## config.mk

```make
export PLATFORM = sky130hd
export DESIGN_NAME = instr_sequencer
export DESIGN_NICKNAME = d
export VERILOG_FILES = /design/src/rtl/instr_sequencer.sv
export SDC_FILE = /design/constraint.sdc
export NUM_CORES = 1
export LEC_CHECK = 0
export BUFFER_PORTS_ARGS = -buffer_cell sky130_fd_sc_hd__buf_2
export CAP_MARGIN = 40
export CORE_MARGIN = 1.5
export CORE_UTILIZATION = 25
export CTS_BUF_LIST = sky130_fd_sc_hd__clkbuf_2 sky130_fd_sc_hd__clkbuf_4 sky130_fd_sc_hd__clkbuf_8
export DETAILED_ROUTE_END_ITERATION = 10
export PLACE_DENSITY = 0.41
export SYNTH_ARGS = -nofsm -noshare
export SYNTH_HDL_FRONTEND = slang
export SYNTH_SLANG_ARGS = --single-unit
```

## constraint.sdc

```tcl
create_clock -name clk -period 1.8 [get_ports clk]
set_input_delay 0.09 -clock clk [delete_from_list [all_inputs] [get_ports clk]]
set_output_delay 0.09 -clock clk [all_outputs]
set_load 0.02 [all_outputs]
```

## src/rtl/instr_sequencer.sv

```systemverilog
`default_nettype none
// ============================================================================
// Module   : instr_sequencer
// Purpose  : Tiny program sequencer for a 4-word, 2-bit program memory.
//            Executes INC (00), JNO (01, with a jump-target operand word),
//            HLT (10). Opcode 11 is illegal and halts with err set.
// Ports    : clk        - clock, all state updates on rising edge
//            rst_n      - asynchronous active-low reset
//            start      - run request, honoured only in IDLE or HALT
//            instr[1:0] - program memory word at address {sel1,sel2}
//            sel1/sel2  - program address MSB/LSB (pc[1], pc[0])
//            acc        - accumulator, ACC_WIDTH bits
//            ovf        - overflow flag from the last INC
//            busy       - high in FETCH, EXEC and OPERAND
//            halted     - high in HALT
//            err        - illegal opcode seen, valid while halted
// Revision : 1.0 - initial release
// ============================================================================
module instr_sequencer #(
  parameter int ACC_WIDTH = 4
) (
  input  logic                 clk,
  input  logic                 rst_n,
  input  logic                 start,
  input  logic [1:0]           instr,
  output logic                 sel1,
  output logic                 sel2,
  output logic [ACC_WIDTH-1:0] acc,
  output logic                 ovf,
  output logic                 busy,
  output logic                 halted,
  output logic                 err
);

  localparam logic [2:0] c_IDLE    = 3'd0;
  localparam logic [2:0] c_FETCH   = 3'd1;
  localparam logic [2:0] c_EXEC    = 3'd2;
  localparam logic [2:0] c_OPERAND = 3'd3;
  localparam logic [2:0] c_HALT    = 3'd4;

  localparam logic [1:0] c_OP_INC  = 2'b00;
  localparam logic [1:0] c_OP_JNO  = 2'b01;
  localparam logic [1:0] c_OP_HLT  = 2'b10;

  logic [2:0]           r_state;
  logic [1:0]           r_pc;
  logic [1:0]           r_ir;
  logic [ACC_WIDTH-1:0] r_acc;
  logic                 r_ovf;
  logic                 r_err;
  logic                 r_busy;
  logic                 r_halted;

  logic [2:0]           w_state_nxt;
  logic [1:0]           w_pc_nxt;
  logic [1:0]           w_ir_nxt;
  logic [ACC_WIDTH-1:0] w_acc_nxt;
  logic                 w_ovf_nxt;
  logic                 w_err_nxt;
  logic [1:0]           w_pc_inc;

  // 2-bit add wraps 3 -> 0 naturally
  assign w_pc_inc = r_pc + 2'd1;

  always_comb begin
    w_state_nxt = r_state;
    w_pc_nxt    = r_pc;
    w_ir_nxt    = r_ir;
    w_acc_nxt   = r_acc;
    w_ovf_nxt   = r_ovf;
    w_err_nxt   = r_err;
    case (r_state)
      c_IDLE: begin
        if (start) w_state_nxt = c_FETCH;
      end
      c_FETCH: begin
        w_ir_nxt    = instr;
        w_state_nxt = c_EXEC;
      end
      c_EXEC: begin
        case (r_ir)
          c_OP_INC: begin
            w_acc_nxt   = r_acc + 1'b1;
            w_ovf_nxt   = &r_acc;
            w_pc_nxt    = w_pc_inc;
            w_state_nxt = c_FETCH;
          end
          c_OP_JNO: begin
            // Step onto the operand word; the jump decision happens next cycle
            w_pc_nxt    = w_pc_inc;
            w_state_nxt = c_OPERAND;
          end
          c_OP_HLT: begin
            w_state_nxt = c_HALT;
          end
          default: begin
            w_err_nxt   = 1'b1;
            w_state_nxt = c_HALT;
          end
        endcase
      end
      c_OPERAND: begin
        // Memory word at pc is the jump target; skip over it on overflow
        w_pc_nxt    = r_ovf ? w_pc_inc : instr;
        w_state_nxt = c_FETCH;
      end
      c_HALT: begin
        if (start) begin
          w_pc_nxt    = 2'd0;
          w_acc_nxt   = '0;
          w_ovf_nxt   = 1'b0;
          w_err_nxt   = 1'b0;
          w_state_nxt = c_FETCH;
        end
      end
      default: begin
        w_state_nxt = c_IDLE;
      end
    endcase
  end

  // busy/halted are registered from the next-state value so that every
  // output comes straight from a flop
  always_ff @(posedge clk or negedge rst_n) begin
    if (!rst_n) begin
      r_state  <= c_IDLE;
      r_pc     <= 2'd0;
      r_ir     <= 2'd0;
      r_acc    <= '0;
      r_ovf    <= 1'b0;
      r_err    <= 1'b0;
      r_busy   <= 1'b0;
      r_halted <= 1'b0;
    end else begin
      r_state  <= w_state_nxt;
      r_pc     <= w_pc_nxt;
      r_ir     <= w_ir_nxt;
      r_acc    <= w_acc_nxt;
      r_ovf    <= w_ovf_nxt;
      r_err    <= w_err_nxt;
      r_busy   <= (w_state_nxt == c_FETCH) || (w_state_nxt == c_EXEC) ||
                  (w_state_nxt == c_OPERAND);
      r_halted <= (w_state_nxt == c_HALT);
    end
  end

  assign sel1   = r_pc[1];
  assign sel2   = r_pc[0];
  assign acc    = r_acc;
  assign ovf    = r_ovf;
  assign busy   = r_busy;
  assign halted = r_halted;
  assign err    = r_err;

endmodule
`default_nettype wire

```

# [After elaboration in Yosys (flattened, before gate mapping)]
# Cells that the tools add are included.
[word_totals] elab_cells=52 out_inout_bits=10 inputBits=5 reg_bits=15
[classes] n_addsub=2 n_reduce_logical=13 muxes=15 eq_ne=14
[ops] operator="$eq 3x2->1 const B" n=4
[ops] operator="$pmux 3 s4" n=1
[ops] operator="$reduce_and 3->1" n=3
[ops] operator="$mux 4" n=2
[ops] operator="$ne 2x2->1 const B" n=4
[ops] operator="$pmux 4 s2" n=1
[ops] operator="$eq 3x1->1 const B" n=2
[ops] operator="$eq 3x3->1 const B" n=2
[ops] operator="$mux 2" n=3
[ops] operator="$pmux 2 s3" n=1
[ops] operator="$pmux 3 s2" n=1
[ops] operator="$add 4x1->4 const B" n=1
[ops] operator="$pmux 1 s2" n=2
[ops] operator="$reduce_and 4->1" n=1
[ops] operator="$reduce_or 2->1" n=2
[ops] operator="$logic_not 3->1" n=1
[ops] operator="$mux 1" n=3
[ops] operator="$mux 3" n=1
[ops] operator="$reduce_bool 3->1" n=1
[ops] operator="$reduce_or 3->1" n=1
[ops] operator="$add 2x1->2 const B" n=1
[ops] operator="$eq 2x1->1 const B" n=1
[ops] operator="$eq 2x2->1 const B" n=1
[ops] operator="$logic_not 2->1" n=1
[ops] operator="other kinds (2)" n=3

# [Depth between registers and ports, before layout]
[depth] depth_word=6 mapped_depth=5 mapped_depth_nobuf=4

# [Least setup slack after synthesis]
# No wires, ideal clock.
[synth_timing] kind="register to register" start="reg r_state[2]" end="reg r_acc[0], in the netlist acc[0]" n_path_buf=0 setup_slack_ps=206 setup_ps=125 required_ps=1675 synth_period_minus_slack_ps=1594 path_stages_with_launch=4 arrival_time_ps=1468 path_cell_list="dfrtp_1 -> or4b_1 -> a21o_2 -> mux2_4"
[synth_between] elab_chain_cells=3 elab_cells_between_ends=7 classes_between="4 x eq/ne; 1 x mux; 2 x reduce/logical"
[synth_lines] item="start: declaration" line="45" text="logic [2:0] r_state;"
[synth_lines] item="start signal: assignment" line="126" text="r_state <= c_IDLE;"
[synth_lines] item="start signal: assignment" line="135" text="r_state <= w_state_nxt;"
[synth_lines] item="$eq 3x2->1 or $eq 3x3->1 (tied branches)" line="72" text="case (r_state)"
[synth_lines] item="$ne 2x2->1 (no source line) or $reduce_bool 2->1 (tied branches)"
[synth_lines] item="$reduce_and 3->1 (no source line)"
[synth_lines] item="end signal: assignment" line="138" text="r_acc <= w_acc_nxt;"
[synth_lines] item="end: declaration" line="48" text="logic [ACC_WIDTH-1:0] r_acc;"
# Several ways; a longest one is shown, not always the timed one.
# A chain may end at the register's enable or synchronous reset.

# [Worst setup path in the final report]
[layout_timing] start="reg r_ir[1]" end="reg r_acc[0], in the netlist acc[0]"
[layout_between] elab_chain_cells=3
[layout_lines] item="start: declaration" line="47" text="logic [1:0] r_ir;"
[layout_lines] item="start signal: assignment" line="137" text="r_ir <= w_ir_nxt;"
[layout_lines] item="$logic_not 2->1" line="81" text="case (r_ir)"
[layout_lines] item="$ne 2x2->1 (no source line)"
[layout_lines] item="$reduce_and 3->1 (no source line)"
# Every way passes these cells.

==> results.json <==
{
  "outcome": "completed",
  "yosys_warnings": 0,
  "cts_num_sinks": 15,
  "min_from": "instr[1]",
  "antenna_cells": 0,
  "clockBufferDepth": 2,
  "r2r_setup_slack_ns": 0.15,
  "netlist_area_um2": 719,
  "min_to": "r_ir[1]$_DFFE_PN0P_",
  "gp_congestion": 0.680,
  "critPathKind": "flop to flop",
  "rsz0062_at_grt": "no",
  "grt_overflow": 0,
  "rr_endpoint": "acc[0]$_DFFE_PN0P_",
  "area_growth_syn_to_layout_pct": 22.3,
  "wl_per_cell_um": 12.7,
  "io_buffers": 14,
  "cp_num_buf_inv": 0,
  "core_area_um2": 2730,
  "die_width_um": 56.6,
  "numCtsBuffers": 3,
  "whs_ns": 0.0317,
  "die_h_um": 56.6,
  "synth_edf_count": 0,
  "final.setup.tns_ns": 0,
  "synth_area_per_cell_um2": 10.1,
  "leakagePower_uw": 0.000396,
  "power.density_nw_per_um2": 1790,
  "vdd_drop_max_v": 0.000607,
  "synth_area_leaders": "dfrtp_1 52%, nand2_1 4.2%, and4bb_2 3.5%, nand2b_1 3.5%, o21ai_0 3.5%",
  "num_rows": 19,
  "synth_top_area_cell": "dfrtp_1",
  "post-route-period-util_pct": 91.9,
  "htreeDepth": 1,
  "initial_core_util_pct": 26.3,
  "finalHoldViolCount": 0,
  "critPathRequiredTime_ns": 1.97,
  "dp_hpwl_um": 1140,
  "drtAntennaViolNets": 0,
  "cpLargestDelayFamily": "simple AND/OR/NAND/NOR gates",
  "cp-start-kind": "flop",
  "cts_tree": "done",
  "grt_pass1_wl_um": 2770,
  "ys_seq_elements": 15,
  "die-area_um2": 3210,
  "postSynthCellCount": 71,
  "whs_path_depth": 3,
  "synth_nets": 77,
  "grt_pass1_vias": 636,
  "ioPinCount": 15,
  "async_flop_share_pct": 100,
  "cts_root_buf": "clkbuf_4",
  "finalSetupViolCount": 0,
  "drt-initial-drc-count": 5,
  "antenna_found_initial": 0,
  "hp-class": "primary input to flop",
  "crit_fanout": 9,
  "cpMaxStageDelayCell": "or4b_1",
  "drc": 0,
  "firstDrtPassIters": 4,
  "track_usage_pct": 11.3,
  "max_stage_delay_ns": 0.52,
  "worstMarginPinSlew_ns": 0.354,
  "synth_top_area_share_pct": 52.2,
  "vias": 580,
  "fmax_mhz": 604,
  "grt_start_max_net_pins": 16,
  "fin_skew_ns": 0.00633,
  "synth.distinct_cells": 29,
  "post_cts_buffers": 0,
  "clkLatencyLatePin_ns": 0.28,
  "ctsResizeCount": 0,
  "wirelength_um": 1550,
  "yosysMostFrequentCell": "dfrtp_1",
  "rr_startpoint": "r_ir[1]$_DFFE_PN0P_",
  "max_slew_margin_pct": 76.4,
  "clkSlewWorstSetupHoldPaths_ns": 0.09,
  "cp_cell_sequence": "or4b_1, a21o_2, mux2_4",
  "seq_area_frac_synth_pct": 52.2,
  "finalNetCount": 98,
  "r2r_cells": 3,
  "min_period_ns": 1.65,
  "cap_viol_max_count": 0,
  "layout-drive-gt1-share_pct": 29.7,
  "cp.arrival_ns": 1.82,
  "synthFlopType": "dfrtp_1",
  "setup.worst_path.end_class": "flop",
  "finalMaxSlewViolations": 0,
  "synth_commonest_cells": "15 x dfrtp_1, 8 x nand2_1, 5 x nor2_1, 5 x o21ai_0",
  "vias_per_cell": 4.75
}
[report_power, final]
part,switching [uW],internal (uW),total (uW)
Combinational,422,317,739
Sequential,137,483,620
Clock,110,101,211
Total,669,901,1570
[kinds of logic (layout without fill, tap and decap cells)]
kind of cell	count (synthesis)	in the layout	synth area share (%)
muxes	2	2	3.65
and+or+nand+nor	33	33	26.8
buffers and inverters	2	22	1.04
adders and majority gates	1	1	1.74
DFF	15	15	52.2
AOI/OAI and AO/OA	18	18	14.6
[worst max path at each step]
stage,startpoint,end,cells past startpoint
after CTS,r_ir[1]$_DFFE_PN0P_,acc[0]$_DFFE_PN0P_,3
after global placement,r_ir[1]$_DFFE_PN0P_,acc[0]$_DFFE_PN0P_,3
after detailed placement,r_ir[1]$_DFFE_PN0P_,acc[0]$_DFFE_PN0P_,3
after global routing,r_ir[1]$_DFFE_PN0P_,acc[0]$_DFFE_PN0P_,3
final,r_ir[1]$_DFFE_PN0P_,acc[0]$_DFFE_PN0P_,3
after floorplan,r_state[2]$_DFF_PN0_,acc[0]$_DFFE_PN0P_,3
[worst register-to-register path, delay by kind of cell (launching register included)]
family | cells | cell delay (ns)
flops | 1 | 0.43
simple gates | 1 | 0.52
compound gates | 1 | 0.28
mux | 1 | 0.31
[layout make-up]
cell class | count | area (um^2)
sequential | 15 | 375
timing repair buffer | 17 | 95.1
multi-input combinational | 54 | 337
fill | 303 | 1850
clock buffer | 4 | 30.0
tap | 31 | 38.8
inverter | 1 | 3.75
[flip-flops by register name, indices dropped and copies added (netlist names)]
name / flops
err: 1
r_state: 3
acc: 4
ovf: 1
r_pc: 2
r_ir: 2
busy: 1
halted: 1
[placed cells by master (no fill, tap or decap), drive strengths merged, types with 2 or more instances in the layout]
cell / instances
buf: 16
dfrtp: 15
o21ai: 9
nand2: 8
nor2: 5
nand2b: 4
a21oi: 4
clkbuf: 4
or2: 3
nor2b: 2
nand3: 2
and4bb: 2
mux2: 2
[through the flow]
step,std cells,worst slack [ns],total power (uW),area [um^2],utilization [%]
after global routing,122,0.0910,1730,880,32.2
after floorplan,71,0.206,1130,719,-
final,122,0.145,1570,880,32.2
after global placement,117,0.200,1370,840,30.7
after detailed placement,117,0.164,1370,840,30.7
after CTS,122,0.143,1590,880,32.2
[per-layer routing]
metal	share of wire, %	routed length, um	GRT usage (%)	up-vias
met1	48	748	14.0	272
li1	-	-	-	295
met5	0	0	0	-
met4	0.65	10	5.10	0
met2	47	722	18.6	11
met3	4.1	63	2.30	2
[what timing repair did]
item / in CTS / in global routing
endpoints found under the hold margin: 15 / 0
hold buffers: 1 / 0
endpoints found under the setup margin: 0 / 0
Note: power is estimated with default switching activity, not from simulation.
